File: src/rtl/cv32e40p_ldm_pkg.sv
// Shared types and default constants for the LDM response sequencer.
// The state encoding is fixed because state_o exposes it for debug.
package cv32e40p_ldm_pkg;

   typedef enum logic [2:0] {
      LDM_DISARMED = 3'd0,
      LDM_CLEAR    = 3'd1,
      LDM_ARMED    = 3'd2,
      LDM_ALERT    = 3'd3,
      LDM_ESCALATE = 3'd4,
      LDM_LOCKOUT  = 3'd5
   } ldm_ctrl_state_e;

   localparam int unsigned LDM_ACK_TIMEOUT      = 32'd64;
   localparam int unsigned LDM_RST_PULSE_CYCLES = 32'd8;
   localparam int unsigned LDM_MAX_ESCALATIONS  = 32'd3;

   function automatic int unsigned ldm_max(input int unsigned a, input int unsigned b);
      ldm_max = (a > b) ? a : b;
   endfunction

endpackage

File: src/rtl/cv32e40p_ldm_timer.sv
// Loadable down-counter that holds at zero; used for the ack window and the
// reset pulse length of the LDM sequencer.
module cv32e40p_ldm_timer #(
   parameter int unsigned W = 7
) (
   input  logic         clk,
   input  logic         rst_n,
   input  logic         load_i,
   input  logic [W-1:0] load_val_i,
   input  logic         dec_i,
   output logic         one_o,
   output logic         zero_o
);

   logic [W-1:0] cnt_d;
   logic [W-1:0] cnt_q;

   // next count: load has priority, decrement saturates at zero
   always_comb begin
      cnt_d = cnt_q;
      if (load_i) begin
         cnt_d = load_val_i;
      end else if (dec_i && (cnt_q != {W{1'b0}})) begin
         cnt_d = cnt_q - W'(1);
      end else begin
         cnt_d = cnt_q;
      end
   end

   // count register
   always_ff @(posedge clk) begin
      if (!rst_n) begin
         cnt_q <= {W{1'b0}};
      end else begin
         cnt_q <= cnt_d;
      end
   end

   assign one_o  = (cnt_q == W'(1));
   assign zero_o = (cnt_q == {W{1'b0}});

endmodule

File: src/rtl/cv32e40p_ldm_controller.sv
// LDM response sequencer: arms the detector, raises an alert on alarm,
// escalates to core reset requests when unacknowledged, and locks out.
module cv32e40p_ldm_controller
   import cv32e40p_ldm_pkg::*;
#(
   parameter  int unsigned ACK_TIMEOUT      = LDM_ACK_TIMEOUT,
   parameter  int unsigned RST_PULSE_CYCLES = LDM_RST_PULSE_CYCLES,
   parameter  int unsigned MAX_ESCALATIONS  = LDM_MAX_ESCALATIONS,
   localparam int unsigned ESC_W = $clog2(MAX_ESCALATIONS + 1),
   localparam int unsigned TMR_W = $clog2(ldm_max(ACK_TIMEOUT, RST_PULSE_CYCLES) + 1)
) (
   input  logic             clk,
   input  logic             rst_n,
   input  logic             arm_i,
   input  logic             alarm_i,
   input  logic             irq_ack_i,
   output logic             det_clear_o,
   output logic             irq_o,
   output logic             core_rst_req_o,
   output logic             fault_o,
   output logic [ESC_W-1:0] esc_count_o,
   output logic [2:0]       state_o
);

   ldm_ctrl_state_e  state_d, state_q;
   logic [ESC_W-1:0] esc_count_d, esc_count_q;
   logic             det_clear_d, det_clear_q;
   logic             irq_d, irq_q;
   logic             core_rst_req_d, core_rst_req_q;
   logic             fault_d, fault_q;

   logic             tmr_load_s;
   logic [TMR_W-1:0] tmr_load_val_s;
   logic             tmr_dec_s;
   logic             tmr_one_s;
   logic             tmr_zero_s;
   logic             tmr_done_s;

   cv32e40p_ldm_timer #(
      .W (TMR_W)
   ) u_timer (
      .clk        (clk),
      .rst_n      (rst_n),
      .load_i     (tmr_load_s),
      .load_val_i (tmr_load_val_s),
      .dec_i      (tmr_dec_s),
      .one_o      (tmr_one_s),
      .zero_o     (tmr_zero_s)
   );

   // A zero count can only occur in a timed state after a glitch; end the phase then too.
   assign tmr_done_s = tmr_one_s | tmr_zero_s;

   // next state, escalation count, timer control and output decode
   always_comb begin
      state_d        = state_q;
      esc_count_d    = esc_count_q;
      tmr_load_s     = 1'b0;
      tmr_load_val_s = {TMR_W{1'b0}};
      tmr_dec_s      = 1'b0;
      case (state_q)
         LDM_DISARMED: begin
            if (arm_i) begin
               state_d     = LDM_CLEAR;
               esc_count_d = {ESC_W{1'b0}};
            end else begin
               state_d = LDM_DISARMED;
            end
         end
         LDM_CLEAR: begin
            state_d = arm_i ? LDM_ARMED : LDM_DISARMED;
         end
         LDM_ARMED: begin
            if (!arm_i) begin
               state_d = LDM_DISARMED;
            end else if (alarm_i) begin
               state_d        = LDM_ALERT;
               tmr_load_s     = 1'b1;
               tmr_load_val_s = TMR_W'(ACK_TIMEOUT);
            end else begin
               state_d = LDM_ARMED;
            end
         end
         LDM_ALERT: begin
            if (!arm_i) begin
               state_d = LDM_DISARMED;
            end else if (irq_ack_i) begin
               state_d = LDM_CLEAR;
            end else if (tmr_done_s) begin
               state_d        = LDM_ESCALATE;
               tmr_load_s     = 1'b1;
               tmr_load_val_s = TMR_W'(RST_PULSE_CYCLES);
               if (esc_count_q != ESC_W'(MAX_ESCALATIONS)) begin
                  esc_count_d = esc_count_q + ESC_W'(1);
               end else begin
                  esc_count_d = esc_count_q;
               end
            end else begin
               tmr_dec_s = 1'b1;
            end
         end
         LDM_ESCALATE: begin
            if (tmr_done_s) begin
               state_d = (esc_count_q == ESC_W'(MAX_ESCALATIONS)) ? LDM_LOCKOUT : LDM_ARMED;
            end else begin
               tmr_dec_s = 1'b1;
            end
         end
         LDM_LOCKOUT: begin
            state_d = LDM_LOCKOUT;
         end
         default: begin
            state_d = LDM_DISARMED;
         end
      endcase

      det_clear_d    = (state_d == LDM_CLEAR) || (state_d == LDM_ESCALATE) || (state_d == LDM_LOCKOUT);
      irq_d          = (state_d == LDM_ALERT);
      core_rst_req_d = (state_d == LDM_ESCALATE) || (state_d == LDM_LOCKOUT);
      fault_d        = (state_d == LDM_LOCKOUT);
   end

   // state, escalation count and registered outputs
   always_ff @(posedge clk) begin
      if (!rst_n) begin
         state_q        <= LDM_DISARMED;
         esc_count_q    <= {ESC_W{1'b0}};
         det_clear_q    <= 1'b0;
         irq_q          <= 1'b0;
         core_rst_req_q <= 1'b0;
         fault_q        <= 1'b0;
      end else begin
         state_q        <= state_d;
         esc_count_q    <= esc_count_d;
         det_clear_q    <= det_clear_d;
         irq_q          <= irq_d;
         core_rst_req_q <= core_rst_req_d;
         fault_q        <= fault_d;
      end
   end

   assign det_clear_o    = det_clear_q;
   assign irq_o          = irq_q;
   assign core_rst_req_o = core_rst_req_q;
   assign fault_o        = fault_q;
   assign esc_count_o    = esc_count_q;
   assign state_o        = state_q;

endmodule
File: config.mk
export PLATFORM = sky130hd
export DESIGN_NAME = cv32e40p_ldm_controller
export DESIGN_NICKNAME = d
export VERILOG_FILES = /design/src/rtl/cv32e40p_ldm_pkg.sv /design/src/rtl/cv32e40p_ldm_timer.sv /design/src/rtl/cv32e40p_ldm_controller.sv
export SDC_FILE = /design/constraint.sdc
export NUM_CORES = 1
export LEC_CHECK = 0
export CAP_MARGIN = 25
export CORE_ASPECT_RATIO = 1.1
export CORE_UTILIZATION = 45
export DETAILED_ROUTE_END_ITERATION = 12
export HOLD_SLACK_MARGIN = 0.08
export PLACE_DENSITY = 0.68
export REMOVE_ABC_BUFFERS = 1
export SETUP_SLACK_MARGIN = 0.02
export SLEW_MARGIN = 20
export SYNTH_ARGS = -nofsm -noshare
export SYNTH_HDL_FRONTEND = slang
export SYNTH_HIERARCHICAL = 1
export SYNTH_SLANG_ARGS = --single-unit
File: constraint.sdc
create_clock -name clk -period 2.9 [get_ports clk]
set_clock_uncertainty 0.05 [all_clocks]
set_input_delay 0.725 -clock clk [delete_from_list [all_inputs] [get_ports clk]]
set_output_delay 0.725 -clock clk [all_outputs]
set_load 0.02 [all_outputs]
Word-level counts from Yosys, hierarchy flattened --
Cells that the tools add are included.
Word-level totals: input port bits 5, register bits after elaboration 16, logic and storage cells 71
Operators by class: bitwise gates (word level) 1, reduce and logical (&&, ||, !) cells 10, mux-type cells 34, add/sub/neg operators 2, eq/ne operators 17
Operators with widths (count):
- 7-bit 2-to-1 mux | 4
- 3-bit case mux with 6 select lines | 1
- 3-bit 2-to-1 mux | 5
- 2-bit 2-to-1 mux | 7
- 7-bit case mux with 2 select lines | 1
- 3-bit equality test (second input constant) | 4
- 4-bit 2-to-1 mux | 3
- 2-bit inequality test (second input constant) | 6
- 1-bit 2-to-1 mux | 10
- 3-bit by 2-bit equality test with 1-bit output (second input constant) | 3
- 7-bit by 1-bit equality test with 1-bit output (second input constant) | 1
- 7-bit logical NOT | 1
- 7-bit nonzero test | 1
- 7-bit by 1-bit subtractor with 7-bit output (second input constant) | 1
- 3-bit by 1-bit equality test with 1-bit output (second input constant) | 2
- 6-bit AND reduction | 1
- 1-bit case mux with 2 select lines | 2
- 2-bit case mux with 2 select lines | 1
- 2-bit nonzero test | 2
- 3-bit logical NOT | 1
- 1-bit logical OR | 3
- 2-bit by 1-bit adder with 2-bit output (second input constant) | 1
- 2-bit equality test (second input constant) | 1
- 1-bit logical AND | 1
- 1-bit OR | 1

Depth between registers and ports, before layout --
Gate-level depths: netlist (run 1).
word-level depth 9, depth in mapped cells 12

By module --
Netlist (run 1), hierarchy kept.
By module, submodules not included:
- cv32e40p_ldm_controller | cells an instance 59, area each 544.3 um^2, instances 1
- cv32e40p_ldm_timer | cells an instance 50, area each 440.4 um^2, instances 1

Worst setup path before layout (run 1) --
OpenSTA, ideal clock, no wires.
path kind flip-flop to flip-flop, from register u_timer.cnt_q[0], to register u_timer.cnt_q[3], cell stages (with the launch flop) 11, setup slack 0.480 ns, clock period less this slack 2.420 ns, data arrival time 2.300 ns, data required time 2.780 ns, cell sequence dfxtp_1 -> inv_1 -> ha_1 -> nor3b_1 -> and2_1 -> nor2_1 -> and2_1 -> or4b_4 -> a211oi_2 -> a21oi_1 -> a21oi_1
Between the ends: cells in the longest elaborated chain, start to end 8, elaborated cells on any way between the ends 21, those cells by class 1 x add/sub; 1 x eq/ne; 14 x mux; 1 x bitwise; 4 x reduce/logical
Ends and longest elaborated chain:
- from (decl) | line cv32e40p_ldm_timer.sv:16 | logic [W-1:0] cnt_q;
- from (signal assigned) | line cv32e40p_ldm_timer.sv:33 | cnt_q <= {W{1'b0}};
- from (signal assigned) | line cv32e40p_ldm_timer.sv:35 | cnt_q <= cnt_d;
- 7-bit logical NOT (*) | line cv32e40p_ldm_timer.sv:40 | assign zero_o = (cnt_q == {W{1'b0}});
- via tmr_zero_s | line cv32e40p_ldm_controller.sv:36 | logic tmr_zero_s;
- 1-bit OR (*) | line cv32e40p_ldm_controller.sv:52 | assign tmr_done_s = tmr_one_s | tmr_zero_s;
- 1-bit 2-to-1 mux (*) | line cv32e40p_ldm_controller.sv:89, cv32e40p_ldm_controller.sv:103
- 1-bit 2-to-1 mux | line cv32e40p_ldm_controller.sv:87 | end else if (irq_ack_i) begin
- 1-bit 2-to-1 mux | line cv32e40p_ldm_controller.sv:85 | if (!arm_i) begin
- 1-bit case mux with 2 select lines (*) | line cv32e40p_ldm_controller.sv:61 | case (state_q)
- via tmr_dec_s | line cv32e40p_ldm_controller.sv:34 | logic tmr_dec_s;
- 1-bit logical AND (*) | line cv32e40p_ldm_timer.sv:23 | end else if (dec_i && (cnt_q != {W{1'b0}})) begin
- 2-bit nonzero test (no source line) (*)
Mark *: on every way through the listed nets, which the timed path passes. The rest lies on a longest branch. The select of a mux whose other input is x is not followed. A chain may end at the register's enable or synchronous reset.

Final worst setup path (run 1) --
from input arm_i, to register u_timer.cnt_q[3]
Between the ends: cells in the longest elaborated chain, start to end 4, elaborated cells on any way between the ends 11, those cells by class 9 x mux; 2 x reduce/logical
Ends and longest elaborated chain:
- from (decl) | line cv32e40p_ldm_controller.sv:14 | input logic arm_i,
- 1-bit 2-to-1 mux | line cv32e40p_ldm_controller.sv:85
- 1-bit case mux with 2 select lines | line cv32e40p_ldm_controller.sv:61
- via tmr_dec_s | line cv32e40p_ldm_controller.sv:34
- 1-bit logical AND | line cv32e40p_ldm_timer.sv:23
- 2-bit nonzero test (no source line)
The timed path passes the listed nets, and every way through them passes these cells.

==> results of run 1 <==
-- kinds of logic after synthesis --
kind of cell | share of synthesized area
compound gates | 0.234
xor+xnor | 0.0267
fa+ha+maj | 0.0508
buf+inv | 0.0381
flops | 0.325
mux | 0.0407
other cells | 0.00381
simple gates | 0.281
-- flip-flops by register name, indices dropped and copies added (netlist names) --
register,count
core_rst_req_o,1
det_clear_o,1
esc_count_o,2
fault_o,1
irq_o,1
state_o,3
u_timer/cnt_q,7
-- final cells by class --
cell class | count | area (um^2)
Fill cell | 203 | 842
Multi-Input combinational cell | 90 | 648
Sequential cell | 16 | 320
Timing Repair Buffer | 15 | 145
Clock buffer | 4 | 36.3
Tap cell | 28 | 35.0
Inverter | 4 | 15.0
-- power by group through the flow --
stage                     Clock [mW]  Combinational (mW)  Sequential, mW
after floorplan                    0              0.0371           0.243
after global placement             0              0.0680           0.240
after detailed placement           0              0.0683           0.240
after CTS                      0.152              0.0690           0.235
after global routing           0.162              0.0764           0.237
final                          0.146              0.0692           0.235
-- routing by layer --
| metal | vias to the layer above | routed length (um) |
|---|---|---|
| li1 | 435 | - |
| met1 | 411 | 946 |
| met5 | - | 0 |
| met3 | 2 | 44 |
| met4 | 0 | 12 |
| met2 | 14 | 971 |
-- synthesized netlist by cell type, types with 2 or more instances --
library cell	number
o21a_1	2
dfxtp_1	16
nand2_1	7
nand2b_1	2
a21oi_1	10
a31o_2	2
o21ai_0	7
xnor2_1	2
or3_4	2
mux2i_1	4
o31ai_1	2
inv_1	4
nor2_1	8
nand3b_1	3
and2_1	4
ha_1	4
-- worst min path at each step --
| stage | endpoint | slack, ns | cells after the start |
|---|---|---|---|
| 2_1_floorplan | u_timer/cnt_q[4]$_SDFFE_PN0P_ | 0.42 | 2 |
| 3_3_place_gp | esc_count_o[1]$_SDFFE_PN0P_ | 0.42 | 2 |
| 3_5_place_dp | esc_count_o[1]$_SDFFE_PN0P_ | 0.42 | 2 |
| 4_1_cts | esc_count_o[1]$_SDFFE_PN0P_ | 0.44 | 2 |
| 5_1_grt | esc_count_o[1]$_SDFFE_PN0P_ | 0.46 | 2 |
| 6_report | esc_count_o[1]$_SDFFE_PN0P_ | 0.44 | 2 |
-- through the flow --
step | std cells | cell area, um^2 | setup slack, ns | utilization
floorplan | 110 | 977 | 0.480 | -
global placement | 153 | 1160 | 0.177 | 0.567
detailed placement | 153 | 1160 | 0.117 | 0.567
CTS | 157 | 1190 | 0.280 | 0.585
global route | 157 | 1200 | 0.242 | 0.588
finish | 157 | 1200 | 0.411 | 0.588
-- repair_timing --
| action | 4_1_cts | 5_1_grt |
|---|---|---|
| hold endpoints to repair | 0 | 0 |
| setup endpoints to repair | 0 | 2 |
| resized for setup | 0 | 1 |
| hold buffers | 0 | 0 |
-- placed cells by master (no fill, tap or decap), types with 2 or more instances in the layout --
cell and count:
dfxtp_1 16, clkdlybuf4s50_1 13, a21oi_1 10, nor2_1 8, nand2_1 7, o21ai_0 7, conb_1 5, and2_1 4
inv_1 4, mux2i_1 4, ha_1 4, nand3b_1 3, clkbuf_4 3, nand2b_1 2, or3_4 2, xnor2_1 2
o31ai_1 2, o21a_1 2, nor4b_2 2, a31o_2 2, buf_4 2
-- critical path: stages --
cell and delay, ns:
clkdlybuf4s50_1 0.55, nand4b_4 0.13, o21bai_1 0.19, and2_1 0.20, or4b_4 0.48, a211oi_2 0.20, a21oi_1 0.06, a21oi_1 0.13
==> metrics.txt, run 1 <==
status=completed; width of the die=between 40 and 50 um; count of buffers from port buffering=13; number of synthesized flops with an enable pin=0; capturing instance or port of the critical path=u_timer/cnt_q[3]$_SDFFE_PN0P_; synth top area cells=dfxtp_1, a21oi_1, ha_1; highest attainable clock frequency=402 MHz; Detailed Route Iter0 Violations=19; flops & latches, synth=16; number of cells traversed by the worst register-to-register path=10; global-route wire length before repair=3370 um; layout overhead on the synthesized area=21.9%; net switching power=0.115 mW; Die ar.=2380 um^2; number of placement rows=17; share of the synthesized area in the top cell type=0.325; number of violations of the max-capacitance limit=0; maximum root-to-sink buffer count=2; fin nets=between 100 and 150; Hold Startpoint=esc_count_o[1]$_SDFFE_PN0P_; number of primary I/O pins=14; portion of total power attributed to combinational logic=0.154; routing usage on met3=0.0212; PD cells=376 nW/um^2; Final Hold Vio Count=0; required time at the worst-slack endpoint=3.08 ns; total power=between 0.4 and 0.5 mW; via count of the first global-routing pass=784; dpl hpwl=between 1000 and 1500 um; count of buffers added by post-CTS timing repair for setup=0; global routing usage on met1=0.246; CTS tree=yes; Sinks on Clock Net=16; startpoint of the most critical setup path=arm_i; Crit Path Class=in -> reg; post-route fraction of the period consumed by the critical path=0.858; share of power burned in registers=0.522; power share of the clock group=0.325; setup repair after global routing missed its margin=no; diode insertion count for antenna repair=0; Die H=just over 50 um; DRC Markers=0; type of destination of the critical path=flop; reg-to-reg setup timing slack=roughly 0.44 ns; TritonCTS buffer count=3; layout cell share with drive strength beyond 1=0.155; Crit Reg-Reg Endpoint=u_timer/cnt_q[3]$_SDFFE_PN0P_; H-tree level count=1; Post-Syn Instances=109; internal power of the cells=0.335 mW; average cell area after synthesis=9.03 um^2; synth unique cells=46; sequential-to-total area share from yosys stat=0.325; number of slew-limit violations in the final report=0; maximum number of pins on one net before global-route repair=16; routing layer with the top usage in global route=met2; post-detailed-route count of antenna-violating nets=0; crit path time final=about 2.5 ns; startpoint of the most critical register-to-register path=u_timer/cnt_q[0]$_SDFFE_PN0P_; biggest area consumer among synthesized cells=dfxtp_1; final wirelength=1980 um; via count=862; Via-to-Cell Ratio=5.49; switching power as a share of total power=0.256; clock latency on the worst-skew pair=0.28 ns; VDD IR-drop max=0.294 mV; detailed-routing iteration count for the pre-antenna-repair pass=4; startpoint class of the critical path=primary input; cell chosen for the clock root=clkbuf_4; initial antenna violation count=0; met2 Resource Use GR=0.326; leakage power figure=~0.46 nW; combined global-route utilization of all metal layers=0.194; worst hold-check path type=reg -> reg; gr ovfl total=0; floorplan core area=2040 um^2; effective utilization at floorplan=0.482; Syn Std Cell Area=985 um^2; total of warnings raised by yosys=6; post-synthesis async set-or-reset flop share=0; Worst EP arrival=2.66 ns; worst hold slack across all endpoints=~0.44 ns; average wire per cell in the routed design=12.6 um; clock transition at the register clock pins on the worst setup and hold paths after CTS=roughly 0.1 ns; final weighted congestion of routability-driven global placement=about 0.9; commonest register cell after synthesis=dfxtp_1; # setup viols final=0; sum of negative setup slack=0 ns; Worst Path Max Fanout=4
No activity file was read; power rests on OpenSTA's default activity.
==> inputs of run 2 (changes only) <==
--- a/config.mk
+++ b/config.mk
@@ -5,12 +5,14 @@
 export SDC_FILE = /design/constraint.sdc
 export NUM_CORES = 1
 export LEC_CHECK = 0
+export ABC_AREA = 1
 export CAP_MARGIN = 25
 export CORE_ASPECT_RATIO = 1.1
 export CORE_UTILIZATION = 45
+export CTS_CLUSTER_DIAMETER = 120
 export DETAILED_ROUTE_END_ITERATION = 12
 export HOLD_SLACK_MARGIN = 0.08
-export PLACE_DENSITY = 0.68
+export PLACE_DENSITY = 0.67
 export REMOVE_ABC_BUFFERS = 1
 export SETUP_SLACK_MARGIN = 0.02
 export SLEW_MARGIN = 20
==> metrics.txt, run 2 <==
clock transition at the register clock pins on the worst setup and hold paths after CTS=0.10 ns (about the same); width of the die=48.6 um (+4.3%); Detailed Route Iter0 Violations=19 (unchanged); CTS tree=yes; dpl hpwl=1920 um (+33%); layout cell share with drive strength beyond 1=0.180 (+0.0253); VDD IR-drop max=0.309 mV (+5.0%); Crit Reg-Reg Endpoint=u_timer/cnt_q[4]$_SDFFE_PN0P_; top cell family by delay on the critical path=buffers and inverters; crit path time final=2.27 ns (-0.219 ns); Worst Hold Endpoint=u_timer/cnt_q[3]$_SDFFE_PN0P_; required time at the worst-slack endpoint=2.12 ns (-0.96 ns); compound-cell area share of the yosys netlist=0.0988 (-0.135); share of power burned in registers=0.486 (-0.036); effective utilization at floorplan=0.478 (-0.00445); via count=1021 (+18%); status=completed; floorplan core area=2250 um^2 (+10%); largest register by flop count=u_timer/cnt_q; # setup viols final=0 (unchanged); combinational family with the most area after synthesis=simple AND/OR/NAND/NOR gates; commonest register cell after synthesis=dfxtp_1; flops & latches, synth=16 (unchanged); WHS Path Cells=2 (unchanged); simple-gate area share of the yosys netlist=0.450 (+0.169); Via-to-Cell Ratio=4.79 (-13%); Final Hold Vio Count=0 (unchanged); Die H=53.3 um (+4.4%); final weighted congestion of routability-driven global placement=0.828 (-8.4%); synth unique cells=25 (-46%); cell chosen for the clock root=clkbuf_4; cts-stage hold buffer count=0 (unchanged); diode insertion count for antenna repair=0 (unchanged); detailed-routing iteration count for the pre-antenna-repair pass=4 (unchanged); global-route wire length before repair=4110 um (+22%); highest-delay cell along the critical path=clkdlybuf4s50_1; DRC Markers=0 (unchanged); layout overhead on the synthesized area=20.0%; reg-to-reg setup timing slack=0.71 ns (+0.27 ns); worst path cell trace=clkdlybuf4s50_1; startpoint class of the critical path=flop; type of destination of the critical path=output pin; number of placement rows=18 (+1); core occupancy in the finished layout=0.573 (-0.0143); H-tree level count=1 (unchanged); number of resized instances in the post-cts repair step=0 (unchanged); post-detailed-route count of antenna-violating nets=0 (unchanged); startpoint of the most critical register-to-register path=u_timer/cnt_q[1]$_SDFFE_PN0P_; Hold Startpoint=u_timer/cnt_q[3]$_SDFFE_PN0P_; net switching power=0.142 mW (+24%); switching power as a share of total power=0.294 (+0.0382); setup repair after global routing missed its margin=no; initial antenna violation count=0 (unchanged); portion of total power attributed to combinational logic=0.200 (+0.046); total of warnings raised by yosys=6 (unchanged); Die ar.=2590 um^2 (+8.9%); Post-Syn Instances=162 (+49%); worst hold-check path type=reg -> reg; average cell area after synthesis=6.64 um^2 (-26%); leakage power figure=0.599 nW (+31%); fin nets=193 (+39%); post-synthesis async set-or-reset flop share=0 (unchanged); number of slew-limit violations in the final report=0 (unchanged); count of buffers from port buffering=13 (unchanged); gr ovfl total=0 (unchanged); biggest area consumer among synthesized cells=dfxtp_1; maximum root-to-sink buffer count=2 (unchanged); clock latency on the worst-skew pair=0.29 ns (about the same); multiplexer fraction of the synthesized cell area=0 (-0.0407); internal power of the cells=0.342 mW (+2.0%); most used cells in the layout excluding fill and tap cells=nand2_1, nor2_1, inv_1, dfxtp_1, clkdlybuf4s50_1; combined global-route utilization of all metal layers=0.208 (+0.0132); highest attainable clock frequency=441 MHz (+9.7%); post-synthesis adder-cell area fraction=0.0465 (-0.00431); final wirelength=2390 um (+21%); Synth top cells by count=nand2_1, nor2_1, dfxtp_1, inv_1, nand3_1; sequential-to-total area share from yosys stat=0.298 (-0.0276); PD cells=375 nW/um^2 (about the same); Syn Std Cell Area=1080 um^2 (+9.3%); Crit Path Class=reg -> out; number of synthesized flops with an enable pin=0 (unchanged); xor/xnor share of the synthesized area=0.0163 (-0.0104); number of flip-flops under the largest register name=7 (unchanged); Sinks on Clock Net=16 (unchanged); average wire per cell in the routed design=11.2 um (-11%); number of violations of the max-capacitance limit=0 (unchanged); count leader, synth=nand2_1; Worst Path Max Fanout=8 (+4); Worst EP arrival=1.49 ns (-1.17 ns); TritonCTS buffer count=3 (unchanged); sum of negative setup slack=0 ns (unchanged); count of buffers added by post-CTS timing repair for setup=0 (unchanged); post-route fraction of the period consumed by the critical path=0.783 (-0.0756); Crit path buffers/inverters=1 (unchanged); share of the synthesized area in the top cell type=0.298 (-0.0276); via count of the first global-routing pass=911 (+16%); number of primary I/O pins=14 (unchanged); most frequent standard cell in the layout excluding fill and tap cells=nand2_1; maximum number of pins on one net before global-route repair=10 (-6); number of cells traversed by the worst register-to-register path=15 (+5); Worst path max stage delay=0.67 ns (+0.12 ns); power share of the clock group=0.314 (-0.011); synth top area cells=dfxtp_1, nand2_1, nor2_1
[run 2: cell type report]
cell class,instances,area [um^2]
fill,225,961
multi-input combinational,127,677
sequential,16,320
timing repair buffer,14,138
inverter,22,82.6
tap,30,37.5
clock buffer,4,36.3
[run 2: power by group through the flow]
stage	combinational, mW	clock (mW)	sequential (mW)
2_1_floorplan	0.0604	0	0.246
3_3_place_gp	0.0952	0	0.241
3_5_place_dp	0.0969	0	0.241
4_1_cts	0.0974	0.157	0.236
5_1_grt	0.109	0.165	0.237
6_report	0.0968	0.152	0.236
[run 2: cell families (layout without fill, tap and decap cells)]
group	after synthesis	count (layout)
fa+ha+maj	4	4
simple gates	98	98
buf+inv	23	40
compound gates	18	18
xor+xnor	2	2
flops	16	16
other cells	1	5
[run 2: through the flow]
step                      hold slack [ns]  area [um^2]  std cells  total power [mW]  worst slack [ns]
after floorplan                     0.414         1080        165             0.306             0.666
after global placement              0.437         1250        209             0.336             0.576
after detailed placement            0.453         1250        209             0.338             0.590
after CTS                           0.474         1290        213             0.490             0.616
after global routing                0.507         1290        213             0.512             0.484
final                               0.469         1290        213             0.485             0.630
[run 2: routing by layer]
layer | wire [um] | global-route usage
met1 | 1160 | 0.262
met2 | 1150 | 0.361
met3 | 61 | 0.0374
met4 | 15 | 0.0588
met5 | 0 | 0
[run 2: worst max path at each step]
stage,from,to,slack (ns),cells after the start
3_5_place_dp,irq_ack_i,u_timer/cnt_q[4]$_SDFFE_PN0P_,0.59,11
4_1_cts,state_o[0]$_SDFF_PN0_,state_o[0],0.62,1
6_report,state_o[0]$_SDFF_PN0_,state_o[0],0.63,1
2_1_floorplan,u_timer/cnt_q[0]$_SDFFE_PN0P_,u_timer/cnt_q[4]$_SDFFE_PN0P_,0.67,15
5_1_grt,u_timer/cnt_q[0]$_SDFFE_PN0P_,u_timer/cnt_q[3]$_SDFFE_PN0P_,0.48,14
3_3_place_gp,irq_ack_i,u_timer/cnt_q[4]$_SDFFE_PN0P_,0.58,11
[run 2: worst reg2reg max path, cell delays in order (launching register included)]
cell     delay, ns
dfxtp_1       0.33
inv_1         0.16
ha_1          0.23
nand2_4       0.06
nor2_4        0.15
inv_1         0.06
nand2_1       0.10
nand2_1       0.09
nand2_1       0.08
nand2_2       0.06
a21oi_1       0.22
inv_2         0.14
o22ai_1       0.20
nand2_1       0.07
inv_1         0.06
nor2_1        0.03
==> inputs of run 3 (changes only) <==
==> constraint.sdc (replaced) <==
create_clock -name clk -period 2.2 [get_ports clk]
set_clock_uncertainty 0.05 [all_clocks]
set_input_delay 0.55 -clock clk [delete_from_list [all_inputs] [get_ports clk]]
set_output_delay 0.55 -clock clk [all_outputs]
set_load 0.02 [all_outputs]
==> metrics.txt, run 3 (same netlist as run 2, synthesis figures left out) <==
CTS tree=yes; final wirelength=2480 um (+4.0%); Via-to-Cell Ratio=4.93 (+2.9%); most frequent standard cell in the layout excluding fill and tap cells=nand2_1; Worst EP arrival=1.50 ns (about the same); dpl hpwl=1920 um (-0.11%); layout overhead on the synthesized area=23.8%; cell area after layout=1330 um^2 (+3.2%); capturing instance or port of the critical path=state_o[0]; Fillers=219 (-2.7%); clock latency on the worst-skew pair=0.30 ns (about the same); maximum root-to-sink buffer count=2 (unchanged); Worst Path Max Fanout=8 (unchanged); leakage power figure=0.618 nW (+3.3%); reg-to-reg setup timing slack=0.22 ns (-0.49 ns); post-route fraction of the period consumed by the critical path=0.955; # setup viols final=0 (unchanged); startpoint class of the critical path=flop; count of buffers from port buffering=13 (unchanged); number of cells traversed by the worst register-to-register path=14 (-1); status=completed; setup repair after global routing missed its margin=no; PD cells=489 nW/um^2 (+30%); crit path time final=2.10 ns; startpoint of the most critical register-to-register path=u_timer/cnt_q[0]$_SDFFE_PN0P_; combined global-route utilization of all metal layers=0.218 (+0.0101); diode insertion count for antenna repair=0 (unchanged); highest attainable clock frequency=476 MHz; worst hold-check path type=reg -> reg; number of flip-flops under the largest register name=7 (unchanged); floorplan core area=2250 um^2 (unchanged); required time at the worst-slack endpoint=1.60 ns (-0.52 ns); cell chosen for the clock root=clkbuf_4; Sinks on Clock Net=16 (unchanged); gr ovfl total=0 (unchanged); Crit. path cell count=1 (unchanged); startpoint of the most critical setup path=state_o[0]$_SDFF_PN0_; Final Hold Vio Count=0 (unchanged); maximum number of pins on one net before global-route repair=10 (unchanged); most used cells in the layout excluding fill and tap cells=nand2_1, nor2_1, dfxtp_1; count of buffers added by post-CTS timing repair for setup=0 (unchanged); number of primary I/O pins=14 (unchanged); average wire per cell in the routed design=11.4 um (+2.1%); worst path cell trace=clkdlybuf4s50_1; number of placement rows=18 (unchanged); top cell family by delay on the critical path=buffers and inverters; clock transition at the register clock pins on the worst setup and hold paths after CTS=0.10 ns (about the same); H-tree level count=1 (unchanged); largest register by flop count=u_timer/cnt_q; effective utilization at floorplan=0.478 (unchanged); width of the die=48.6 um (unchanged); layout cell share with drive strength beyond 1=0.209 (+0.0282); via count=1070 (+4.8%); detailed-routing iteration count for the pre-antenna-repair pass=4 (unchanged); Crit path buffers/inverters=1 (unchanged); DRC Markers=0 (unchanged); highest-delay cell along the critical path=clkdlybuf4s50_1; placed instance area=1280 um^2 (+2.4%); Crit Path Class=reg -> out; type of destination of the critical path=output pin; TritonCTS buffer count=3 (unchanged); Worst path max stage delay=0.68 ns (about the same); via count of the first global-routing pass=963 (+5.7%); initial antenna violation count=0 (unchanged); Die ar.=2590 um^2 (unchanged); global-route wire length before repair=4190 um (+2.0%); VDD IR-drop max=0.475 mV (+54%); Die H=53.3 um (unchanged); final weighted congestion of routability-driven global placement=0.924 (+12%); Crit Reg-Reg Endpoint=u_timer/cnt_q[3]$_SDFFE_PN0P_; number of violations of the max-capacitance limit=0 (unchanged); post-detailed-route count of antenna-violating nets=0 (unchanged); fin nets=197 (+2.1%); sum of negative setup slack=0 ns (unchanged); Detailed Route Iter0 Violations=17 (-2); number of slew-limit violations in the final report=0 (unchanged)
==> run 3: cell count changes in the layout (fill, tap and decap cells not counted), sizes merged <==
cell	change
buf	+4
==> run 3: repair_timing <==
item                                    CTS  global route
hold endpoints to repair                  0             0
endpoints found under the setup margin    0             6
resized for setup                         0             3
hold buffers                              0             0
==> run 3: area by class of cell <==
class                   count  area [um^2]  share of cell area
flip-flops and latches     16          320               0.240
well taps                  30         37.5              0.0282
clock buffers               4         36.3              0.0272
inverters                  22         82.6              0.0620
multi-input cells         127          688               0.516
repair buffers             18          168               0.126
==> run 3: metal layers <==
metal	up-vias	track usage	routed length [um]
li1	554	-	-
met1	491	0.259	1100
met4	0	0.0882	34
met2	21	0.377	1220
met5	-	0	0
met3	4	0.0517	131
==> run 3: stage by stage <==
step | std cells | hold slack [ns] | util | total power [mW] | worst slack [ns]
global route | 217 | 0.519 | 0.592 | 0.690 | 0.0340
floorplan | 165 | 0.414 | - | 0.404 | -0.0336
finish | 217 | 0.481 | 0.592 | 0.652 | 0.0994
global placement | 213 | 0.434 | 0.571 | 0.449 | 0.0940
CTS | 217 | 0.469 | 0.587 | 0.656 | 0.0805
detailed placement | 213 | 0.441 | 0.571 | 0.451 | 0.0671
==> run 3: report_power, final <==
group / leakage (nW) / internal [mW] / total [mW] / switching [mW]
Clock: 0.0210 / 0.101 / 0.205 / 0.104
Combinational: 0.467 / 0.0565 / 0.136 / 0.0795
Sequential: 0.130 / 0.299 / 0.311 / 0.0116
==> run 3: how the worst min path moves through the flow <==
stage	startpoint	end	slack [ns]	depth (start not counted)
after floorplan	u_timer/cnt_q[1]$_SDFFE_PN0P_	u_timer/cnt_q[1]$_SDFFE_PN0P_	0.41	2
after global placement	u_timer/cnt_q[1]$_SDFFE_PN0P_	u_timer/cnt_q[1]$_SDFFE_PN0P_	0.43	2
after detailed placement	u_timer/cnt_q[1]$_SDFFE_PN0P_	u_timer/cnt_q[1]$_SDFFE_PN0P_	0.44	2
after CTS	u_timer/cnt_q[1]$_SDFFE_PN0P_	u_timer/cnt_q[1]$_SDFFE_PN0P_	0.47	2
after global routing	u_timer/cnt_q[3]$_SDFFE_PN0P_	u_timer/cnt_q[3]$_SDFFE_PN0P_	0.52	2
final	u_timer/cnt_q[1]$_SDFFE_PN0P_	u_timer/cnt_q[1]$_SDFFE_PN0P_	0.48	2
